[src/rtl/dmem_arbiter_if.sv]
// Bundle of the two requester ports, the data-memory port and busy for dmem_arbiter.
// DMEM_ARB_LOCK_EN adds lock1 on the host port.
interface dmem_arbiter_if #(
    parameter int unsigned AW = 8,
    parameter int unsigned DW = 16
);
    logic          req0;
    logic          wr0;
    logic [AW-1:0] addr0;
    logic [DW-1:0] wdata0;
    logic          gnt0;
    logic          rvalid0;
    logic [DW-1:0] rdata0;

    logic          req1;
    logic          wr1;
    logic [AW-1:0] addr1;
    logic [DW-1:0] wdata1;
    logic          gnt1;
    logic          rvalid1;
    logic [DW-1:0] rdata1;
`ifdef DMEM_ARB_LOCK_EN
    logic          lock1;
`endif

    logic [AW-1:0] D_Addr;
    logic          D_wr;
    logic [DW-1:0] D_wdata;
    logic [DW-1:0] D_rdata;
    logic          busy;

    // Arbiter side
    modport slave (
`ifdef DMEM_ARB_LOCK_EN
        input  lock1,
`endif
        input  req0, wr0, addr0, wdata0,
        output gnt0, rvalid0, rdata0,
        input  req1, wr1, addr1, wdata1,
        output gnt1, rvalid1, rdata1,
        output D_Addr, D_wr, D_wdata,
        input  D_rdata,
        output busy
    );

    // Requester / memory side
    modport master (
`ifdef DMEM_ARB_LOCK_EN
        output lock1,
`endif
        output req0, wr0, addr0, wdata0,
        input  gnt0, rvalid0, rdata0,
        output req1, wr1, addr1, wdata1,
        input  gnt1, rvalid1, rdata1,
        input  D_Addr, D_wr, D_wdata,
        output D_rdata,
        input  busy
    );
endinterface

[src/rtl/dmem_arbiter.sv]
// Round-robin arbiter sharing a synchronous single-port data memory between CPU (port 0) and host (port 1).
// Optional DMEM_ARB_LOCK_EN: lock1 gives the host sticky priority for atomic multi-word sequences.
module dmem_arbiter #(
    parameter int unsigned AW = 8,
    parameter int unsigned DW = 16
) (
    input  logic          Clk,
    input  logic          reset,
    dmem_arbiter_if.slave bus
);
    typedef enum logic [1:0] {
        ST_IDLE   = 2'd0,
        ST_ACCESS = 2'd1,
        ST_RESP   = 2'd2
    } state_e;

    state_e        state_q, state_d;
    logic          owner_q, owner_d;
    logic          wr_q, wr_d;
    logic          last_owner_q, last_owner_d;
    logic [AW-1:0] d_addr_q, d_addr_d;
    logic [DW-1:0] d_wdata_q, d_wdata_d;
    logic          d_wr_q, d_wr_d;
    logic          rvalid0_q, rvalid0_d;
    logic          rvalid1_q, rvalid1_d;
    logic [DW-1:0] rdata0_q, rdata0_d;
    logic [DW-1:0] rdata1_q, rdata1_d;

    logic          req_any_c;
    logic          win_c;
    logic          lock_hold_c;
    logic          gnt0_c;
    logic          gnt1_c;

`ifdef DMEM_ARB_LOCK_EN
    logic          lock_q, lock_d;
    assign lock_hold_c = lock_q & bus.req1;
`else
    assign lock_hold_c = 1'b0;
`endif

    // Winner selection: lock first, then alternate on a tie, else the lone requester
    always_comb begin
        req_any_c = bus.req0 | bus.req1;
        if (lock_hold_c) begin
            win_c = 1'b1;
        end else if (bus.req0 && bus.req1) begin
            win_c = ~last_owner_q;
        end else begin
            win_c = bus.req1;
        end
    end

    always_ff @(posedge Clk or posedge reset) begin
        if (reset) begin
            state_q <= ST_IDLE;
        end else begin
            state_q <= state_d;
        end
    end

    always_comb begin
        state_d = state_q;
        case (state_q)
            ST_IDLE:   if (req_any_c) state_d = ST_ACCESS;
            ST_ACCESS: state_d = wr_q ? ST_IDLE : ST_RESP;
            ST_RESP:   state_d = ST_IDLE;
            default:   state_d = ST_IDLE;
        endcase
    end

    always_comb begin
        gnt0_c       = 1'b0;
        gnt1_c       = 1'b0;
        owner_d      = owner_q;
        wr_d         = wr_q;
        last_owner_d = last_owner_q;
        d_addr_d     = d_addr_q;
        d_wdata_d    = d_wdata_q;
        d_wr_d       = 1'b0;
        rvalid0_d    = 1'b0;
        rvalid1_d    = 1'b0;
        rdata0_d     = rdata0_q;
        rdata1_d     = rdata1_q;
`ifdef DMEM_ARB_LOCK_EN
        lock_d       = lock_q;
`endif
        case (state_q)
            ST_IDLE: begin
                if (req_any_c) begin
                    gnt0_c       = ~win_c;
                    gnt1_c       = win_c;
                    owner_d      = win_c;
                    last_owner_d = win_c;
                    wr_d         = win_c ? bus.wr1    : bus.wr0;
                    d_addr_d     = win_c ? bus.addr1  : bus.addr0;
                    d_wdata_d    = win_c ? bus.wdata1 : bus.wdata0;
                    d_wr_d       = win_c ? bus.wr1    : bus.wr0;
                end
`ifdef DMEM_ARB_LOCK_EN
                if (!bus.req1) begin
                    lock_d = 1'b0;
                end
                if (req_any_c && win_c) begin
                    lock_d = bus.lock1;
                end
`endif
            end
            // Reads raise rvalid for the RESP cycle, when the memory data arrives
            ST_ACCESS: begin
                rvalid0_d = ~wr_q & ~owner_q;
                rvalid1_d = ~wr_q & owner_q;
            end
            ST_RESP: begin
                if (owner_q) begin
                    rdata1_d = bus.D_rdata;
                end else begin
                    rdata0_d = bus.D_rdata;
                end
            end
            default: ;
        endcase
    end

    always_ff @(posedge Clk or posedge reset) begin
        if (reset) begin
            owner_q      <= 1'b0;
            wr_q         <= 1'b0;
            last_owner_q <= 1'b1;
            d_addr_q     <= '0;
            d_wdata_q    <= '0;
            d_wr_q       <= 1'b0;
            rvalid0_q    <= 1'b0;
            rvalid1_q    <= 1'b0;
            rdata0_q     <= '0;
            rdata1_q     <= '0;
`ifdef DMEM_ARB_LOCK_EN
            lock_q       <= 1'b0;
`endif
        end else begin
            owner_q      <= owner_d;
            wr_q         <= wr_d;
            last_owner_q <= last_owner_d;
            d_addr_q     <= d_addr_d;
            d_wdata_q    <= d_wdata_d;
            d_wr_q       <= d_wr_d;
            rvalid0_q    <= rvalid0_d;
            rvalid1_q    <= rvalid1_d;
            rdata0_q     <= rdata0_d;
            rdata1_q     <= rdata1_d;
`ifdef DMEM_ARB_LOCK_EN
            lock_q       <= lock_d;
`endif
        end
    end

    assign bus.gnt0    = gnt0_c & ~reset;
    assign bus.gnt1    = gnt1_c & ~reset;
    assign bus.rvalid0 = rvalid0_q;
    assign bus.rvalid1 = rvalid1_q;
    // The response register loads at the end of RESP; bypass so data is visible with rvalid
    assign bus.rdata0  = (state_q == ST_RESP && !owner_q) ? bus.D_rdata : rdata0_q;
    assign bus.rdata1  = (state_q == ST_RESP &&  owner_q) ? bus.D_rdata : rdata1_q;
    assign bus.D_Addr  = d_addr_q;
    assign bus.D_wr    = d_wr_q;
    assign bus.D_wdata = d_wdata_q;
    assign bus.busy    = (state_q != ST_IDLE);
endmodule

[src/flat_wrapper.sv]
// flat-port wrapper written by rule: the top's interface ports become plain ports
module dmem_arbiter_flat 
#(
    parameter int unsigned AW = 8,
    parameter int unsigned DW = 16
)
  (Clk, reset, bus_req0, bus_wr0, bus_addr0, bus_wdata0, bus_gnt0, bus_rvalid0, bus_rdata0, bus_req1, bus_wr1, bus_addr1, bus_wdata1, bus_gnt1, bus_rvalid1, bus_rdata1, bus_D_Addr, bus_D_wr, bus_D_wdata, bus_D_rdata, bus_busy);
  dmem_arbiter_if #(.AW(AW), .DW(DW)) bus_i ();
  input  logic Clk;
  input  logic reset;
  input wire logic [$bits(bus_i.req0)-1:0] bus_req0;
  input wire logic [$bits(bus_i.wr0)-1:0] bus_wr0;
  input wire logic [$bits(bus_i.addr0)-1:0] bus_addr0;
  input wire logic [$bits(bus_i.wdata0)-1:0] bus_wdata0;
  output wire logic [$bits(bus_i.gnt0)-1:0] bus_gnt0;
  output wire logic [$bits(bus_i.rvalid0)-1:0] bus_rvalid0;
  output wire logic [$bits(bus_i.rdata0)-1:0] bus_rdata0;
  input wire logic [$bits(bus_i.req1)-1:0] bus_req1;
  input wire logic [$bits(bus_i.wr1)-1:0] bus_wr1;
  input wire logic [$bits(bus_i.addr1)-1:0] bus_addr1;
  input wire logic [$bits(bus_i.wdata1)-1:0] bus_wdata1;
  output wire logic [$bits(bus_i.gnt1)-1:0] bus_gnt1;
  output wire logic [$bits(bus_i.rvalid1)-1:0] bus_rvalid1;
  output wire logic [$bits(bus_i.rdata1)-1:0] bus_rdata1;
  output wire logic [$bits(bus_i.D_Addr)-1:0] bus_D_Addr;
  output wire logic [$bits(bus_i.D_wr)-1:0] bus_D_wr;
  output wire logic [$bits(bus_i.D_wdata)-1:0] bus_D_wdata;
  input wire logic [$bits(bus_i.D_rdata)-1:0] bus_D_rdata;
  output wire logic [$bits(bus_i.busy)-1:0] bus_busy;
  assign bus_i.req0 = bus_req0;
  assign bus_i.wr0 = bus_wr0;
  assign bus_i.addr0 = bus_addr0;
  assign bus_i.wdata0 = bus_wdata0;
  assign bus_gnt0 = bus_i.gnt0;
  assign bus_rvalid0 = bus_i.rvalid0;
  assign bus_rdata0 = bus_i.rdata0;
  assign bus_i.req1 = bus_req1;
  assign bus_i.wr1 = bus_wr1;
  assign bus_i.addr1 = bus_addr1;
  assign bus_i.wdata1 = bus_wdata1;
  assign bus_gnt1 = bus_i.gnt1;
  assign bus_rvalid1 = bus_i.rvalid1;
  assign bus_rdata1 = bus_i.rdata1;
  assign bus_D_Addr = bus_i.D_Addr;
  assign bus_D_wr = bus_i.D_wr;
  assign bus_D_wdata = bus_i.D_wdata;
  assign bus_i.D_rdata = bus_D_rdata;
  assign bus_busy = bus_i.busy;
  dmem_arbiter #(.AW(AW), .DW(DW)) u_core (.Clk(Clk), .reset(reset), .bus(bus_i));
endmodule
[config.mk]
export PLATFORM = sky130hd
export DESIGN_NAME = dmem_arbiter_flat
export DESIGN_NICKNAME = d
export VERILOG_FILES = /design/src/rtl/dmem_arbiter_if.sv /design/src/rtl/dmem_arbiter.sv /design/src/flat_wrapper.sv
export SDC_FILE = /design/constraint.sdc
export NUM_CORES = 1
export LEC_CHECK = 0
export BUFFER_PORTS_ARGS = -buffer_cell sky130_fd_sc_hd__buf_2
export CAP_MARGIN = 20
export CORE_MARGIN = 4
export CORE_UTILIZATION = 49
export DETAILED_ROUTE_END_ITERATION = 10
export GPL_ROUTABILITY_DRIVEN = 0
export PLACE_DENSITY = 0.95
export SLEW_MARGIN = 20
export SYNTH_ARGS = -nofsm -noshare
export SYNTH_HDL_FRONTEND = slang
export SYNTH_SLANG_ARGS = --single-unit
[constraint.sdc]
create_clock -name Clk -period 5.8 [get_ports Clk]
set_input_delay 1.16 -clock Clk [delete_from_list [all_inputs] [get_ports Clk]]
set_output_delay 1.16 -clock Clk [all_outputs]
set_load 0.005 [all_outputs]
==> results.py <==
metrics = {
    "status": {
        "outcome": "finished clean",
    },
    "yosys": {
        "synth.net_count": 299,
        "synth_top_family_by_area": "multiplexers",
        "synth.yosys.warnings": 0,
        "synth_area_in_compound_gates": 0.121,
        "synth_sequential_area_ratio": 0.603,
        "synthCells": 229,
        "post_synth.cell_area_avg_um2": 11.6,
        "muxShareOfSynthArea": 0.139,
        "flops_latches_synth": 64,
        "synthAdderAreaFrac": 0,
        "post_synth_and_or_nand_nor_area_fraction": 0.0970,
        "synth_xor_xnor_area_share": 0,
        "netlist_area_um2": 2660,
        "synth_cell_type_count": 24,
    },
    "global_route": {
        "grt_antenna_before_repair": 0,
        "number_of_global_route_vias_before_repair": 2097,
        "grt_first_pass_wirelength_um": 9870,
        "overflow_left_after_global_routing": 0,
        "global_route.usage.total": 0.199,
        "grt_start_max_net_pins": 65,
    },
    "clocking": {
        "htreeDepth": 3,
        "cts_buffers": 9,
        "cts.path.max_buffers": 2,
        "cts_setup_buffers": 0,
        "cts_tree": "done",
        "ctsResizeCount": 0,
        "worstSkewPairLatency_ns": 0.33,
        "number_of_buffers_inserted_by_hold_repair_at_cts": 0,
        "cts_root_buf": "sky130_fd_sc_hd__clkbuf_8",
        "cts.clk_slew.worst_paths_ns": 0.07,
        "numClockSinks": 64,
    },
    "final_layout": {
        "antennaDiodeCount": 0,
        "nFillCells": 402,
        "final_cell_count_no_fill": 433,
        "layout.cells.most_common_list": "131 x sky130_fd_sc_hd__buf_2, 63 x sky130_fd_sc_hd__dfrtp_1, 49 x sky130_fd_sc_hd__nand2_1, 32 x sky130_fd_sc_hd__mux2_2, 27 x sky130_fd_sc_hd__a21oi_1",
        "layout.cells.most_common": "sky130_fd_sc_hd__buf_2",
        "drive_above_1_share": 0.521,
        "fin_area_um2": 3540,
        "syn2layout_area_growth_pct": 33.1,
        "layout.nets": 428,
    },
    "drt": {
        "avgRoutedWirePerCell_um": 15.2,
        "initial_drt_markers": 55,
        "route.antenna.remaining_nets": 0,
        "drt_drc_violations_left": 0,
        "detailroute.via_count": 2210,
        "detail_route.wirelength_um": 6580,
        "firstDrtPassIters": 4,
        "drt-vias-per-instance": 5.10,
    },
    "critical_path": {
        "worst-r2r-setup-slack_ns": 4.05,
        "worstPathMaxFanout": 26,
        "cpMostUsedCell": "sky130_fd_sc_hd__buf_2",
        "worstSetupEndpointType": "primary output",
        "reg2reg_to": "u_core.rdata0_q[1]",
        "timing.critical_path.slowest_stage_cell": "sky130_fd_sc_hd__or2_1",
        "reg2reg_depth": 2,
        "worstPathRequired_ns": 4.64,
        "critical_path.cell_chain": "buf_2 > or2_1 > nand2_1 > nor3_1 > buf_2",
        "setup.worst_path.start_class": "primary input",
        "launch_instance_of_the_worst_register_to_register_path": "u_core.owner_q",
        "critPathKind": "primary input to primary output",
        "critPathMaxStageDelay_ns": 0.68,
        "timing.critical_path.arrival_ns": 2.57,
    },
    "timing": {
        "fin_worst_skew_ns": 0.00981,
        "final.period_utilization": 0.643,
        "worst_slew_margin_rel": 0.430,
        "finalSetupViolCount": 0,
        "worst_hold_slack_ns": 0.467,
        "transition_time_at_the_pin_with_the_least_slew_margin_ns": 0.856,
        "min_period_ns": 3.73,
        "totalNegativeSetupSlack_ns": 0,
        "rsz0062_at_grt": "no",
        "finalMaxSlewViolations": 0,
        "max_freq_ghz": 0.268,
        "hold_violations": 0,
        "setup_slack_ns": 2.07,
    },
    "power": {
        "share_clk_of_total_power": 0.201,
        "seqPwrFrac": 0.406,
        "peakVddDrop_mv": 0.336,
        "power_per_cell_area_nw_per_um2": 537,
        "combPwrFrac": 0.393,
        "power.internal_mw": 1.25,
        "p_switching_mw": 0.650,
        "power_switching_share": 0.342,
        "pleak_nw": 1.75,
    },
    "placement": {
        "post_dp_cell_area_um2": 3320,
        "dpl.hpwl_um": 4810,
        "detailedPlace.worstSlack_ns": 2.11,
        "post-place-cells": 417,
        "buffer_ports.inserted": 131,
    },
    "flow_run": {
        "drv_cap": 0,
    },
    "min_path": {
        "worst_hold_startpoint": "u_core.wr_q",
        "hp-class": "flop to flop",
        "hold_depth": 1,
        "worstHoldEndpoint": "u_core.state_q[1]",
    },
    "floorplanning": {
        "die_w_um": 81.6,
        "standard_cell_row_count": 26,
        "initial_core_util": 0.514,
        "design.core.area_um2": 5170,
        "die_area_um2": 6670,
        "floorplan.io_pins": 132,
        "die_height_um": 81.6,
    },
}
==> per-stage QoR <==
step / util / power (mW)
after CTS: 0.682 / 1.92
after detailed placement: 0.643 / 1.54
final: 0.684 / 1.90
after global routing: 0.684 / 2.05
after floorplan: - / 1.20
after global placement: 0.643 / 1.50
==> worst max-delay path by stage <==
stage                     cells after the start      from       end  slack (ns)
after floorplan                               4  bus_req1  bus_gnt1        2.81
after global placement                        5  bus_req0  bus_gnt0        2.12
after detailed placement                      5  bus_req0  bus_gnt0        2.11
after CTS                                     5  bus_req0  bus_gnt0        2.10
after global routing                          5  bus_req0  bus_gnt0        1.85
final                                         5  bus_req0  bus_gnt0        2.07
==> power by group through the flow <==
stage,clock (mW),combinational [mW],sequential [mW]
after global placement,0,0.731,0.765
after CTS,0.392,0.761,0.770
after floorplan,0,0.439,0.762
final,0.382,0.747,0.772
after detailed placement,0,0.763,0.773
after global routing,0.417,0.834,0.796
==> worst max-delay path: cells and delay by family <==
| family | cells | cell delay [ns] |
|---|---|---|
| AND/OR/NAND/NOR | 3 | 1.14 |
| buffers and inverters | 2 | 0.27 |
==> cells in the mapped netlist <==
library cell	instances	share of area
sky130_fd_sc_hd__dfrtp_1	63	0.59
sky130_fd_sc_hd__nand2_1	49	0.069
sky130_fd_sc_hd__mux2_2	32	0.14
sky130_fd_sc_hd__a21oi_1	27	0.051
sky130_fd_sc_hd__a31oi_1	25	0.059
sky130_fd_sc_hd__buf_2	9	0.017
sky130_fd_sc_hd__buf_6	3	0.013
sky130_fd_sc_hd__clkbuf_1	2	0.0028
sky130_fd_sc_hd__inv_1	2	0.0028
sky130_fd_sc_hd__nor2_1	2	0.0028
sky130_fd_sc_hd__nor3_1	2	0.0038
sky130_fd_sc_hd__a21bo_2	1	0.0038
sky130_fd_sc_hd__a21boi_2	1	0.0042
sky130_fd_sc_hd__a22o_1	1	0.0033
sky130_fd_sc_hd__and2_1	1	0.0024
sky130_fd_sc_hd__buf_4	1	0.0028
sky130_fd_sc_hd__dfstp_2	1	0.0099
sky130_fd_sc_hd__inv_2	1	0.0014
sky130_fd_sc_hd__mux2i_1	1	0.0038
sky130_fd_sc_hd__nand3b_2	1	0.0042
sky130_fd_sc_hd__nor2b_1	1	0.0024
sky130_fd_sc_hd__nor3b_1	1	0.0028
sky130_fd_sc_hd__nor3b_4	1	0.0071
sky130_fd_sc_hd__or2_1	1	0.0024
==> area by class of cell <==
class	count	area, um^2	share of cell area
Clock buffer	10	138	0.0389
Inverter	3	11.3	0.00318
Sequential cell	64	1600	0.453
Multi-Input combinational cell	147	960	0.271
Clock inverter	6	67.6	0.0191
Tap cell	70	87.6	0.0248
Timing Repair Buffer	133	671	0.190
==> kinds of logic (layout without fill, tap and decap cells) <==
family | after synthesis | in the layout
compound gates | 55 | 55
buf+inv | 18 | 152
flops | 64 | 64
mux | 33 | 33
simple gates | 59 | 59
==> flip-flops by register name, indices dropped and copies added (netlist names) <==
signal and cells:
u_core.last_owner_q 1, u_core.bus.D_wdata 16, u_core.bus.D_Addr 8, u_core.rdata1_q 16, u_core.state_q 2, u_core.owner_q 1
u_core.wr_q 1, u_core.bus.rvalid0 1, u_core.bus.D_wr 1, u_core.bus.rvalid1 1, u_core.rdata0_q 16
==> layer usage <==
metal	GRT usage	vias to the layer above	share of wire
li1	-	1066	-
met1	0.229	1028	0.40
met2	0.347	102	0.49
met3	0.0504	14	0.083
met4	0.0930	0	0.018
met5	0	-	0
(Power assumes the default switching activity.)
